===== config.mk =====
export PLATFORM = sky130hd
export DESIGN_NAME = vram_arbiter
export DESIGN_NICKNAME = d
export VERILOG_FILES = /design/src/rtl/vram_arbiter.sv
export SDC_FILE = /design/constraint.sdc
export NUM_CORES = 1
export LEC_CHECK = 0
export ABC_AREA = 0
export CAP_MARGIN = 20
export CORE_MARGIN = 10
export CORE_UTILIZATION = 45
export CTS_CLUSTER_DIAMETER = 30
export CTS_CLUSTER_SIZE = 8
export DETAILED_ROUTE_END_ITERATION = 8
export PLACE_DENSITY = 0.67
export SYNTH_ARGS = -nofsm -noshare
export SYNTH_HDL_FRONTEND = slang
export SYNTH_SLANG_ARGS = --single-unit

===== constraint.sdc =====
create_clock -name clk -period 3.8 [get_ports clk]
set_input_delay 0.38 -clock clk [delete_from_list [all_inputs] [get_ports clk]]
set_output_delay 0.38 -clock clk [all_outputs]
set_load 0.02 [all_outputs]

===== src/rtl/vram_arbiter.sv =====
// VRAM port arbiter: display fetch, posted CPU writes and ordered CPU reads
// sharing one single-port synchronous-read video RAM.
module vram_arbiter #(
    parameter int ADDR_W     = 15,
    parameter int DATA_W     = 12,
    parameter int FIFO_DEPTH = 4
) (
    input  logic                            clk,
    input  logic                            rst,
    input  logic                            disp_req,
    input  logic [ADDR_W-1:0]               disp_addr,
    output logic [DATA_W-1:0]               disp_data,
    output logic                            disp_valid,
    input  logic                            cpu_wr_valid,
    output logic                            cpu_wr_ready,
    input  logic [ADDR_W-1:0]               cpu_wr_addr,
    input  logic [DATA_W-1:0]               cpu_wr_data,
    input  logic                            cpu_rd_req,
    input  logic [ADDR_W-1:0]               cpu_rd_addr,
    output logic [DATA_W-1:0]               cpu_rd_data,
    output logic                            cpu_rd_ack,
    output logic [$clog2(FIFO_DEPTH):0]     fifo_level,
    output logic [ADDR_W-1:0]               mem_addr,
    output logic                            mem_we,
    output logic [DATA_W-1:0]               mem_wdata,
    input  logic [DATA_W-1:0]               mem_rdata
);

    localparam int PW = $clog2(FIFO_DEPTH);
    localparam int LW = PW + 1;

    typedef enum logic [1:0] {OWN_NONE, OWN_DISP, OWN_CPU} owner_t;
    typedef enum logic {RD_IDLE, RD_BUSY} rd_state_t;

    logic [ADDR_W-1:0] fifo_addr [FIFO_DEPTH];
    logic [DATA_W-1:0] fifo_data [FIFO_DEPTH];
    logic [PW-1:0]     wptr;
    logic [PW-1:0]     rptr;
    logic              full;
    logic              empty;
    logic              push;
    logic              pop;
    logic              grant_rd;
    owner_t            tag1;
    owner_t            tag2;
    rd_state_t         rd_state;

    assign full         = (fifo_level == LW'(FIFO_DEPTH));
    assign empty        = (fifo_level == '0);
    assign cpu_wr_ready = !full && !rst;
    assign push         = cpu_wr_valid && cpu_wr_ready;
    assign pop          = !disp_req && !empty;
    // Reads wait for the FIFO to drain so they observe every earlier write.
    assign grant_rd     = !disp_req && empty && (rd_state == RD_IDLE) && cpu_rd_req;

    always_ff @(posedge clk) begin
        if (push) begin
            fifo_addr[wptr] <= cpu_wr_addr;
            fifo_data[wptr] <= cpu_wr_data;
        end
    end

    always_ff @(posedge clk or posedge rst) begin
        if (rst) begin
            wptr        <= '0;
            rptr        <= '0;
            fifo_level  <= '0;
            mem_addr    <= '0;
            mem_we      <= 1'b0;
            mem_wdata   <= '0;
            tag1        <= OWN_NONE;
            tag2        <= OWN_NONE;
            disp_valid  <= 1'b0;
            disp_data   <= '0;
            cpu_rd_ack  <= 1'b0;
            cpu_rd_data <= '0;
            rd_state    <= RD_IDLE;
        end else begin
            if (push) wptr <= wptr + PW'(1);
            if (pop)  rptr <= rptr + PW'(1);
            case ({push, pop})
                2'b10:   fifo_level <= fifo_level + LW'(1);
                2'b01:   fifo_level <= fifo_level - LW'(1);
                default: fifo_level <= fifo_level;
            endcase

            mem_we <= 1'b0;
            tag1   <= OWN_NONE;
            unique case (1'b1)
                disp_req: begin
                    mem_addr <= disp_addr;
                    tag1     <= OWN_DISP;
                end
                pop: begin
                    mem_addr  <= fifo_addr[rptr];
                    mem_wdata <= fifo_data[rptr];
                    mem_we    <= 1'b1;
                end
                grant_rd: begin
                    mem_addr <= cpu_rd_addr;
                    tag1     <= OWN_CPU;
                end
                default: ;
            endcase

            // tag2 lines up with mem_rdata being valid
            tag2       <= tag1;
            disp_valid <= (tag2 == OWN_DISP);
            cpu_rd_ack <= (tag2 == OWN_CPU);
            if (tag2 == OWN_DISP) disp_data   <= mem_rdata;
            if (tag2 == OWN_CPU)  cpu_rd_data <= mem_rdata;

            case (rd_state)
                RD_IDLE: if (grant_rd)   rd_state <= RD_BUSY;
                RD_BUSY: if (cpu_rd_ack) rd_state <= RD_IDLE;
                default: rd_state <= RD_IDLE;
            endcase
        end
    end

endmodule


; ---- After elaboration in Yosys (flattened, before gate mapping)
; Memories as Yosys holds them, arrays and structs flattened. A register that Yosys moved wholly into a read port is not among the register bits.
; Index checks and enable logic that the tools add are counted.
[totals]
reg_bits = 54
ramBits = 108
output_inout_bits = 58
n_memories = 2
[classes]
add_sub_neg = 4
n_eq_ne = 5
muxes = 9
bitwise_logic = 1
reduce_logical = 13
[mem_list]
columns = memory, words, word_bits, rd, rd_clocked_by_memory_dff, write_ports, line
row1 = fifo_addr, 4, 15, 1, 0, 1, 35  ; logic [ADDR_W-1:0] fifo_addr [FIFO_DEPTH];
row2 = fifo_data, 4, 12, 1, 1, 1, 36  ; logic [DATA_W-1:0] fifo_data [FIFO_DEPTH];
[op_table]
columns = operator, count
row1 = 15-bit case mux with 3 select lines, 1
row2 = 1-bit logical AND, 6
row3 = 3-bit case mux with 2 select lines, 1
row4 = 1-bit 2-to-1 mux, 5
row5 = "2-bit by 1-bit adder with 2-bit output, second input constant", 2
row6 = "2-bit by 1-bit == test with 1-bit output, second input constant", 2
row7 = "2-bit == test, second input constant", 2
row8 = 1-bit zero test, 4
row9 = 2-bit case mux with 2 select lines, 1
row10 = "3-bit by 1-bit adder with 3-bit output, second input constant", 1
row11 = "3-bit == test, second input constant", 1
row12 = 3-bit zero test, 1
row13 = 3-bit nonzero test, 1
row14 = "3-bit by 1-bit subtractor with 3-bit output, second input constant", 1
row15 = 1-bit case mux with 2 select lines, 1
row16 = 2-bit nonzero test, 1
row17 = 1-bit inverter, 1

; ---- Depth between registers and ports, before layout
[logic_depth]
word_depth = 6
ltp_mapped = 11

; ---- Worst setup path after synthesis
; OpenSTA, ideal clock, no wires.
[synth_path]
path_type = register -> register
startpoint = reg fifo_level[0]
endpoint = reg fifo_level[2]
setup_ns = 0.080
arrival_time_ns = 2.175
setup_slack_ns = 1.545
stages_incl_launch_ff = 12
period_less_slack_ns = 2.255
cell_sequence = dfrtp_1 nor3_2 or2_1 buf_4 inv_2 buf_6 ha_1 inv_1 fa_1 xor2_1 nor2_1 xor2_1
[synth_via]
word_cells_on_any_way = 13
cone_classes = 2 x add/sub / 3 x eq/ne / 1 x mux / 7 x reduce/logical
[synth_rtl]
columns = element, line
row1 = start: declaration, 22  ; output logic [$clog2(FIFO_DEPTH):0] fifo_level,
row2 = start signal: assignment, 82  ; 2'b10: fifo_level <= fifo_level + LW'(1);
row3 = start signal: assignment, 83  ; 2'b01: fifo_level <= fifo_level - LW'(1);
row4 = start signal: assignment, 84  ; default: fifo_level <= fifo_level;
row5 = 3-bit zero test (*), 49  ; assign empty = (fifo_level == '0);
row6 = 1-bit zero test (*), 52  ; assign pop = !disp_req && !empty;
row7 = 1-bit logical AND (*), 52
row8 = via pop, 42  ; logic pop;
row9 = 2-bit by 1-bit == test with 1-bit output or 2-bit == test (tied branches), 81  ; case ({push, pop})
row10 = 3-bit case mux with 2 select lines or 2-bit nonzero test (tied branches), -
; The timed path passes the listed nets; every way through them passes the cells marked *.
; A chain may end at the register's enable or synchronous reset.

; ---- Final worst setup path
[layout_path]
startpoint = in disp_req
endpoint = reg fifo_level[2]
[layout_via]
elab_chain_cells = 4
word_cells_on_any_way = 6
cone_classes = 2 x eq/ne / 1 x mux / 3 x reduce/logical
[layout_rtl]
columns = element, line
row1 = start: declaration, 10  ; input logic disp_req,
row2 = 1-bit zero test (*), 52
row3 = 1-bit logical AND (*), 52
row4 = 2-bit by 1-bit == test with 1-bit output or 2-bit == test (tied branches), 81
row5 = 3-bit case mux with 2 select lines or 2-bit nonzero test (tied branches), -
; Every way passes the cells marked *; elsewhere a longest branch is shown, timed or not.

==> results.yml <==
finish:
  antenna_cells: 0
  final_common_cell: "clkdlybuf4s50_1"
  fin_util: 0.603
  stdcell_count: 692
  final_area_um2: 8830
  fin_nets: 575
  layout.cells.most_common_list: "131 x clkdlybuf4s50_1, 108 x edfxtp_1, 65 x dfrtp_1, 28 x mux2_2, 26 x mux4_2"
  area_growth_pct: 30.5
  final_layout_size_suffix_gt1_frac: 0.209
setup_path:
  critPathLaunchType: "primary input"
  slowest_stage: "clkdlybuf4s50_1"
  critical-path-top-delay-family: "buffers and inverters"
  cp_max_fo: 19
  critical_path.most_common_cell: "xor2_1"
  arrival_ps: 2730
  cp-end-kind: "register"
  crit_buf_inv: 4
  crit_chain: "clkdlybuf4s50_1 -> buf_4 -> or2_1 -> inv_2 -> ha_1 -> inv_1 -> fa_1 -> xor2_1 -> nor2_1 -> xor2_1"
  cp.required_ps: 4130
  worstSetupPathType: "in -> reg"
  rr_worst_depth: 9
  cpPeakStageDelay_ps: 400
  path_depth: 10
clocking:
  cts_buffers: 17
  tritoncts: "yes"
  cts_max_path_buffers: 2
  path_clk_slew_ps: 60
  ctsHoldBuffers: 0
  cts_root_buf: "clkbuf_16"
  clock_sinks: 174
  post_cts.repair.setup_buffers: 0
  ctsResizeCount: 0
  h-tree-depth: 4
  clk_latency_ps: 410
hold_path:
  hold_depth: 0
  hp-class: "reg -> reg"
placement:
  place_hpwl_um: 9780
  place_congestion: 0.744
  pre_cts_slack_ps: 950
  post-place-cells: 659
  dpl-instance-area_um2: 8240
  port_buffers: 131
grt:
  antenna_found_initial: 1
  gr-total-overflow: 0
  grt_max_degree: 52
  grt_pass1_wl_um: 23100
  grt_pass1_vias: 4210
  grt_usage: 0.148
floorplanning:
  die_h_um: 143
  initial_core_util: 0.462
  row_count: 44
  die_w_um: 143
  io_pins: 132
  die_area_um2: 20300
  coreArea_um2: 14600
routing:
  num_vias: 3599
  drc: 0
  wl_per_cell_um: 20.7
  dr.pass1.iters: 4
  drt_wl_total_um: 14300
  vias_per_cell: 5.20
  drt-initial-drc-count: 158
  ant_nets: 0
timing:
  rsz0062_at_grt: "false"
  finalMaxSlewViolations: 0
  worst_pin_slew_ps: 954
  max_freq_mhz: 416
  min_period_ps: 2400
  setup_ws_ps: 1400
  whs_ps: 352
  setup_tns_ps: 0
  hold_viol_final: 0
  fin_worst_skew_ps: 9.44
  relSlewSlack: 0.364
  setup_viol: 0
  fin_crit_sh: 0.632
logic_synthesis:
  netlist_instances: 357
  syn_area_per_cell_um2: 18.9
  synth_top_cell_area_share: 0.479
  yosysTopAreaCell: "edfxtp_1"
  ys_warn_count: 0
  synth_fp_nets: 437
  synth_ff_type: "edfxtp_1"
  synth_cell_types: 31
  synth_edf_count: 108
  synth_area_leaders: "edfxtp_1 48%, dfrtp_1 24%, mux4_2 8.7%"
  yosysSeqAreaShare: 0.724
  ys_async_sr_fraction: 0.379
  ys_ff_latch: 174
  syn-cell-area_um2: 6760
outcome:
  status: "complete, no violations"
power_and_ir_drop:
  internal_power_mw: 4.20
  switchingPower_mw: 1.65
  p_leak_nw: 3.44
  swShare: 0.283
  p_clk_frac: 0.286
  p_seq_frac: 0.442
  power.share.combinational: 0.272
  peakVddDrop_mv: 0.428
  power_density_nw_per_um2: 663
  power.total_mw: 5.85
run:
  drv_cap: 0
metal layers:
layer,global-route usage,routed length (um),vias to the layer above
met2,0.235,6880,133
met5,0,13,-
met4,0.0423,87,2
met1,0.181,6150,1831
met3,0.0604,1190,9
li1,-,-,1624
registers in the layout, summed over array words and instances (netlist names):
name and count:
fifo_addr 60, fifo_data 48, mem_addr 15, cpu_rd_data 12, disp_data 12, mem_wdata 12, fifo_level 3, rptr 2
tag1 2, tag2 2, wptr 2, cpu_rd_ack 1, disp_valid 1, mem_we 1, rd_state 1
cells by family (layout without fill, tap and decap cells):
| logic type | after synthesis | after routing | synth area share |
|---|---|---|---|
| multiplexers | 80 | 80 | 0.181 |
| AND/OR/NAND/NOR | 29 | 29 | 0.0209 |
| flip-flops | 174 | 174 | 0.724 |
| XOR/XNOR | 6 | 6 | 0.00777 |
| buffers and inverters | 44 | 195 | 0.0318 |
| adder cells (fa/ha/maj) | 6 | 6 | 0.0122 |
| AO/OA/AOI/OAI | 18 | 18 | 0.0229 |
final cells by class:
type / instances / area (um2)
fillers: 1085 / 5820
flip-flops and latches: 174 / 4900
multi-input cells: 139 / 1660
repair buffers: 137 / 1370
clock buffers: 21 / 460
well taps: 184 / 230
clock inverters: 11 / 116
inverters: 26 / 98.8
power by group through the flow:
stage	Clock, mW	Sequential, mW	Combinational, mW
2_1_floorplan	0	2.68	0.923
3_3_place_gp	0	2.62	1.59
3_5_place_dp	0	2.63	1.62
4_1_cts	1.71	2.60	1.63
5_1_grt	1.79	2.64	1.72
6_report	1.68	2.59	1.59
cell usage after synthesis, drive strengths merged (3+ instances only):
library cell  number
mux2i             16
xor2               3
mux4              27
nand2b             3
edfxtp           108
mux2              37
xnor2              3
o221ai            15
buf               15
nand2             15
nor2               3
ha                 5
clkbuf             3
inv               26
dfrtp             66
and2               4
path summary, 6_finish.rpt:
kind / start / endpoint / slack, ps
worst max-delay path: disp_req / fifo_level[2] / 1400
worst min-delay path: tag1[0] / tag2[0] / 350
max in group asynchronous: rst / mem_addr[1] / 2530
worst max register to register: fifo_level[2] / fifo_level[2] / 1460
min in group asynchronous: rst / fifo_level[1] / 530
worst min register to register: tag1[0] / tag2[0] / 350
(Power assumes the default switching activity.)
